--- config.mk ---
export PLATFORM = sky130hd
export DESIGN_NAME = rom_arbiter_flat
export DESIGN_NICKNAME = d
export VERILOG_FILES = /design/src/rtl/rom_arbiter_if.sv /design/src/rtl/rom_arbiter.sv /design/src/flat_wrapper.sv
export SDC_FILE = /design/constraint.sdc
export NUM_CORES = 1
export LEC_CHECK = 0
export CAP_MARGIN = 20
export CORE_MARGIN = 4
export CORE_UTILIZATION = 37
export CTS_CLUSTER_SIZE = 14
export DETAILED_ROUTE_END_ITERATION = 8
export MAX_ROUTING_LAYER = met4
export PLACE_DENSITY = 0.8
export SETUP_SLACK_MARGIN = 0.4
export SYNTH_ARGS = -nofsm -noshare
export SYNTH_HDL_FRONTEND = slang
export SYNTH_SLANG_ARGS = --single-unit
--- constraint.sdc ---
create_clock -name clk -period 2.6 [get_ports clk]
set_input_delay 0.65 -clock clk [delete_from_list [all_inputs] [get_ports clk]]
set_output_delay 0.65 -clock clk [all_outputs]
set_load 0.005 [all_outputs]
--- src/rtl/rom_arbiter_if.sv ---
// Bundle of the fetch/load request-response ports and the shared ROM lookup
// seen by rom_arbiter; slave is the arbiter side, master the client side.
interface rom_arbiter_if #(
  parameter int IDX_LEN  = 32,
  parameter int DATA_LEN = 32
);
  logic                if_req_valid_i;
  logic [IDX_LEN-1:0]  if_req_idx_i;
  logic                if_req_ready_o;
  logic                if_rsp_valid_o;
  logic [DATA_LEN-1:0] if_rsp_data_o;
  logic                if_rsp_ready_i;

  logic                ls_req_valid_i;
  logic [IDX_LEN-1:0]  ls_req_idx_i;
  logic                ls_req_ready_o;
  logic                ls_rsp_valid_o;
  logic [DATA_LEN-1:0] ls_rsp_data_o;
  logic                ls_rsp_ready_i;

  logic [IDX_LEN-1:0]  rom_idx_o;
  logic [DATA_LEN-1:0] rom_data_i;

  modport slave (
    input  if_req_valid_i, if_req_idx_i, if_rsp_ready_i,
    input  ls_req_valid_i, ls_req_idx_i, ls_rsp_ready_i,
    input  rom_data_i,
    output if_req_ready_o, if_rsp_valid_o, if_rsp_data_o,
    output ls_req_ready_o, ls_rsp_valid_o, ls_rsp_data_o,
    output rom_idx_o
  );

  modport master (
    output if_req_valid_i, if_req_idx_i, if_rsp_ready_i,
    output ls_req_valid_i, ls_req_idx_i, ls_rsp_ready_i,
    output rom_data_i,
    input  if_req_ready_o, if_rsp_valid_o, if_rsp_data_o,
    input  ls_req_ready_o, ls_rsp_valid_o, ls_rsp_data_o,
    input  rom_idx_o
  );
endinterface

--- src/rtl/rom_arbiter.sv ---
// Round-robin sharing of one combinational ROM between the fetch and load
// ports, each with a one-entry response buffer.
`ifndef CPU_PC_SIZE
`define CPU_PC_SIZE 32
`endif
`ifndef CPU_INSTR_SIZE
`define CPU_INSTR_SIZE 32
`endif

module rom_arbiter #(
  parameter int IDX_LEN  = `CPU_PC_SIZE,
  parameter int DATA_LEN = `CPU_INSTR_SIZE
) (
  input  logic          clk,
  input  logic          rst,
  rom_arbiter_if.slave  bus
);

  localparam logic [0:0] GRANT_IF = 1'b0;
  localparam logic [0:0] GRANT_LS = 1'b1;

  logic                last_grant_q, last_grant_d;
  logic                if_valid_q, if_valid_d;
  logic                ls_valid_q, ls_valid_d;
  logic [DATA_LEN-1:0] if_data_q, if_data_d;
  logic [DATA_LEN-1:0] ls_data_q, ls_data_d;

  logic                if_drain, ls_drain;
  logic                if_elig, ls_elig;
  logic                grant_if, grant_ls;
  logic [IDX_LEN-1:0]  rom_idx;

  // Outputs are forced low for the whole reset cycle, not just after the edge.
  assign bus.if_rsp_valid_o = if_valid_q & ~rst;
  assign bus.ls_rsp_valid_o = ls_valid_q & ~rst;
  assign bus.if_rsp_data_o  = rst ? '0 : if_data_q;
  assign bus.ls_rsp_data_o  = rst ? '0 : ls_data_q;
  assign bus.if_req_ready_o = grant_if;
  assign bus.ls_req_ready_o = grant_ls;
  assign bus.rom_idx_o      = rom_idx;

  always_comb begin
    if_drain = bus.if_rsp_valid_o & bus.if_rsp_ready_i;
    ls_drain = bus.ls_rsp_valid_o & bus.ls_rsp_ready_i;
    if_elig  = ~rst & bus.if_req_valid_i & (~if_valid_q | if_drain);
    ls_elig  = ~rst & bus.ls_req_valid_i & (~ls_valid_q | ls_drain);

    // On a tie the port that did not win last time gets the ROM.
    grant_if = if_elig & (~ls_elig | (last_grant_q == GRANT_LS));
    grant_ls = ls_elig & ~grant_if;

    rom_idx  = grant_ls ? bus.ls_req_idx_i : bus.if_req_idx_i;

    last_grant_d = last_grant_q;
    if (grant_if) last_grant_d = GRANT_IF;
    if (grant_ls) last_grant_d = GRANT_LS;

    if_valid_d = if_valid_q;
    if_data_d  = if_data_q;
    if (if_drain) if_valid_d = 1'b0;
    if (grant_if) begin
      if_valid_d = 1'b1;
      if_data_d  = bus.rom_data_i;
    end

    ls_valid_d = ls_valid_q;
    ls_data_d  = ls_data_q;
    if (ls_drain) ls_valid_d = 1'b0;
    if (grant_ls) begin
      ls_valid_d = 1'b1;
      ls_data_d  = bus.rom_data_i;
    end
  end

  always_ff @(posedge clk) begin
    if (rst) begin
      last_grant_q <= GRANT_LS;
      if_valid_q   <= 1'b0;
      ls_valid_q   <= 1'b0;
      if_data_q    <= '0;
      ls_data_q    <= '0;
    end else begin
      last_grant_q <= last_grant_d;
      if_valid_q   <= if_valid_d;
      ls_valid_q   <= ls_valid_d;
      if_data_q    <= if_data_d;
      ls_data_q    <= ls_data_d;
    end
  end

endmodule

--- src/flat_wrapper.sv ---
// flat-port wrapper written by rule: the top's interface ports become plain ports
module rom_arbiter_flat 
#(
  parameter int IDX_LEN  = `CPU_PC_SIZE,
  parameter int DATA_LEN = `CPU_INSTR_SIZE
)
  (clk, rst, bus_if_req_valid_i, bus_if_req_idx_i, bus_if_rsp_ready_i, bus_ls_req_valid_i, bus_ls_req_idx_i, bus_ls_rsp_ready_i, bus_rom_data_i, bus_if_req_ready_o, bus_if_rsp_valid_o, bus_if_rsp_data_o, bus_ls_req_ready_o, bus_ls_rsp_valid_o, bus_ls_rsp_data_o, bus_rom_idx_o);
  rom_arbiter_if #(.IDX_LEN(IDX_LEN), .DATA_LEN(DATA_LEN)) bus_i ();
  input  logic clk;
  input  logic rst;
  input wire logic [$bits(bus_i.if_req_valid_i)-1:0] bus_if_req_valid_i;
  input wire logic [$bits(bus_i.if_req_idx_i)-1:0] bus_if_req_idx_i;
  input wire logic [$bits(bus_i.if_rsp_ready_i)-1:0] bus_if_rsp_ready_i;
  input wire logic [$bits(bus_i.ls_req_valid_i)-1:0] bus_ls_req_valid_i;
  input wire logic [$bits(bus_i.ls_req_idx_i)-1:0] bus_ls_req_idx_i;
  input wire logic [$bits(bus_i.ls_rsp_ready_i)-1:0] bus_ls_rsp_ready_i;
  input wire logic [$bits(bus_i.rom_data_i)-1:0] bus_rom_data_i;
  output wire logic [$bits(bus_i.if_req_ready_o)-1:0] bus_if_req_ready_o;
  output wire logic [$bits(bus_i.if_rsp_valid_o)-1:0] bus_if_rsp_valid_o;
  output wire logic [$bits(bus_i.if_rsp_data_o)-1:0] bus_if_rsp_data_o;
  output wire logic [$bits(bus_i.ls_req_ready_o)-1:0] bus_ls_req_ready_o;
  output wire logic [$bits(bus_i.ls_rsp_valid_o)-1:0] bus_ls_rsp_valid_o;
  output wire logic [$bits(bus_i.ls_rsp_data_o)-1:0] bus_ls_rsp_data_o;
  output wire logic [$bits(bus_i.rom_idx_o)-1:0] bus_rom_idx_o;
  assign bus_i.if_req_valid_i = bus_if_req_valid_i;
  assign bus_i.if_req_idx_i = bus_if_req_idx_i;
  assign bus_i.if_rsp_ready_i = bus_if_rsp_ready_i;
  assign bus_i.ls_req_valid_i = bus_ls_req_valid_i;
  assign bus_i.ls_req_idx_i = bus_ls_req_idx_i;
  assign bus_i.ls_rsp_ready_i = bus_ls_rsp_ready_i;
  assign bus_i.rom_data_i = bus_rom_data_i;
  assign bus_if_req_ready_o = bus_i.if_req_ready_o;
  assign bus_if_rsp_valid_o = bus_i.if_rsp_valid_o;
  assign bus_if_rsp_data_o = bus_i.if_rsp_data_o;
  assign bus_ls_req_ready_o = bus_i.ls_req_ready_o;
  assign bus_ls_rsp_valid_o = bus_i.ls_rsp_valid_o;
  assign bus_ls_rsp_data_o = bus_i.ls_rsp_data_o;
  assign bus_rom_idx_o = bus_i.rom_idx_o;
  rom_arbiter #(.IDX_LEN(IDX_LEN), .DATA_LEN(DATA_LEN)) u_core (.clk(clk), .rst(rst), .bus(bus_i));
endmodule
==> run summary <==
Core box area = 8720 sq um
Most common cell after layout, fill and taps aside = clkdlybuf4s50_1
CP max-delay cell = mux2_4
Total CTS buffers = 9
Top Family by Delay on Critical Path = buffers and inverters
R2R Path End = u_core.ls_data_q[15]$_SDFFE_PP0P_
DRT iter0 DRCs = 30
GR Util All Layers = 19.5%
DR pass1 iterations = 4
Highest routed layer = met4
Die height = 103 um
Post-Syn Instances = 261
Peak per-stage delay on the critical path = 300 ps
Pwr Density = 461 nW/um^2
Worst hold path type = in2reg
Netlist Area Pre-Place = 3310 sq um
Relative slew slack = 58.8%
Wirelength per Cell = 17.5 um
Yosys top cell by area = dfxtp_1
Worst Hold Launch = bus_if_rsp_ready_i
Crit end category = output pin
Crit path required time = 1950 ps
Slew @ Worst Pin = 618 ps
Status = finished, violations left
Largest net degree at the start of global routing = 34
Initial Utilization = 38.0%
Top cell type's share of synthesized area = 40.5%
Arr. time, crit path = 2100 ps
DRC = 0
Die Wd = 103 um
Net Count, Synth = 363
DR vias = 2810
Pwr Total = 0.00289 W
Hold Crit Depth = 2
Buffers on Ports = 201
Area growth from synthesis to layout = 89.2%
Failing checks = setup timing
Ant diodes = 0
#FFs+latches synth = 67
Metal-1 WL = 4110 um
Layout cell share with drive strength beyond 1 = 49.2%
Slew Limit Fails = 0
Met2 WL = 5120 um
CP Launch Type = primary input
Met3 routed WL = 1210 um
Num ports = 202
Worst min-delay path endpoint = u_core.if_valid_q$_SDFFE_PP0P_
Final net count = 591
Row Count = 34
Placer Congestion = 0.761
RSZ-0062 raised after global routing = yes
Final Non-Filler Cells = 602
Total grt overflow = 0
Final worst slack = -146 ps
Period utilization = 106%
DPL Wire Length = 7100 um
CTS Root Cell = clkbuf_8
Post-DRT Antenna Nets = 0
Worst r2r src = u_core.ls_valid_q$_SDFFE_PP0P_
Largest cells by area after synthesis = dfxtp_1, mux2_2, mux2_4
Seq/Total Area, Yosys = 40.5%
DP Cell Count = 564
Fin Clk Skew = 11.3 ps
Final setup viols = 32
Most frequent CP cell = buf_6
Worst reg2reg setup slack = 580 ps
Smallest hold slack = 496 ps
Synth unique cells = 25
Max FO, Critical Path = 6
Final hold violation count = 0
Clk buf depth = 2
Most frequent cells in the layout = clkdlybuf4s50_1, dfxtp_1, mux2_4
Crit Path Class = in2out
Die Area = 10500 sq um
Vias in the first global route = 3007
Clock transition at path regs = 70 ps
Crit. Startpoint = bus_if_rsp_ready_i
Global-route wire length before repair = 15100 um
# H-tree levels = 3
Initial antenna violation count = 0
Final WL = 10600 um
Max-Cap Viols = 0
CP bufs+invs = 6
CTS Hold Bufs = 0
Leakage Power = 3.51 nW
Avg Cell Area, Syn = 12.7 sq um
Skew-Pair Late Insertion Delay = 340 ps
Synth warn = 0
CTS tree = done
Worst Reg-to-Reg Cells = 10
Peak supply drop = 0.268 mV
Min Tclk post-route = 2750 ps
Vias per cell = 4.67
CP Cell Sequence = buf_6 -> nand2b_4 -> a311oi_4 -> buf_6 -> buf_12 -> buf_16 -> buf_6 -> mux2_4 -> buf_6
Fmax = 364 MHz
CTS sink count = 67
final cells by class:
| type | count | area (sq um) |
|---|---|---|
| sequential | 67 | 1340 |
| tap | 108 | 135 |
| clock inverter | 7 | 100 |
| inverter | 5 | 18.8 |
| timing repair buffer | 235 | 2590 |
| multi-input combinational | 171 | 1950 |
| clock buffer | 9 | 124 |
| fill | 640 | 2460 |
per-layer routing:
metal	global-route usage, %	vias up
met3	7.98	9
met1	21.5	1298
li1	-	1351
met4	5.15	0
met2	32.6	152
met5	-	-
worst max path at each step:
stage               slack (ps)                end  cells past startpoint
finish                    -150  bus_rom_idx_o[20]                      9
global route              -200  bus_rom_idx_o[20]                      9
CTS                       -150   bus_rom_idx_o[7]                      9
detailed placement        -780  bus_rom_idx_o[29]                      6
global placement          -710  bus_rom_idx_o[23]                      6
floorplan                  220  bus_rom_idx_o[10]                      5
cell families (layout without fill, tap and decap cells):
| kind of cell | after synthesis | after routing | synth area share, % |
|---|---|---|---|
| muxes | 96 | 96 | 35.8 |
| and+or+nand+nor | 69 | 69 | 16.4 |
| buffers and inverters | 23 | 256 | 5.71 |
| AOI/OAI and AO/OA | 6 | 6 | 1.51 |
| DFF | 67 | 67 | 40.5 |
sequential cells by signal (all words and copies together) (netlist names):
signal and count:
u_core.ls_valid_q 1, u_core.last_grant_q 1, u_core.ls_data_q 32, u_core.if_valid_q 1
u_core.if_data_q 32
Yosys cell counts:
cell	instances
a211o_2	1
a211oi_1	1
mux2_2	48
buf_6	5
nor2b_1	21
mux2_1	20
a21o_1	1
and2b_2	43
mux2_4	28
nor2_1	1
buf_4	1
or3_1	1
buf_2	1
nand2b_4	1
clkbuf_1	6
nand2_2	1
inv_1	5
o21ai_1	1
dfxtp_1	67
o21ai_0	1
a311oi_2	1
buf_8	1
nand2b_1	1
buf_1	1
buf_12	3
power breakdown:
| group | switching [W] | internal (W) | total, W |
|---|---|---|---|
| Sequential | 0.0000202 | 0.00111 | 0.00113 |
| Clock | 0.000426 | 0.000546 | 0.000972 |
| Combinational | 0.000239 | 0.000547 | 0.000786 |
worst register-to-register path, cell delays in order (launching register included):
cell	delay, ps
dfxtp_1	330
inv_2	70
o21ai_2	70
a311oi_4	310
buf_6	170
buf_12	100
buf_16	100
buf_8	100
buf_4	110
buf_4	200
mux2_2	360
through the flow:
step | setup TNS, ps | area [sq um] | setup WS [ps] | util (%)
floorplan | 0 | 3420 | 218 | -
detailed placement | -29960 | 5490 | -781 | 62.9
finish | -2080 | 6260 | -146 | 71.8
global placement | -26700 | 5490 | -707 | 62.9
global route | -3590 | 6260 | -198 | 71.8
CTS | -2460 | 6110 | -150 | 70.1
timing repair:
item / 4_1_cts / 5_1_grt
gates resized for setup: 248 / 48
setup buffers: 13 / 1
pin swaps: 1 / 2
gates cloned: 6 / 2
endpoints found under the setup margin: 155 / 76
Power figures use the tool's default switching activity.
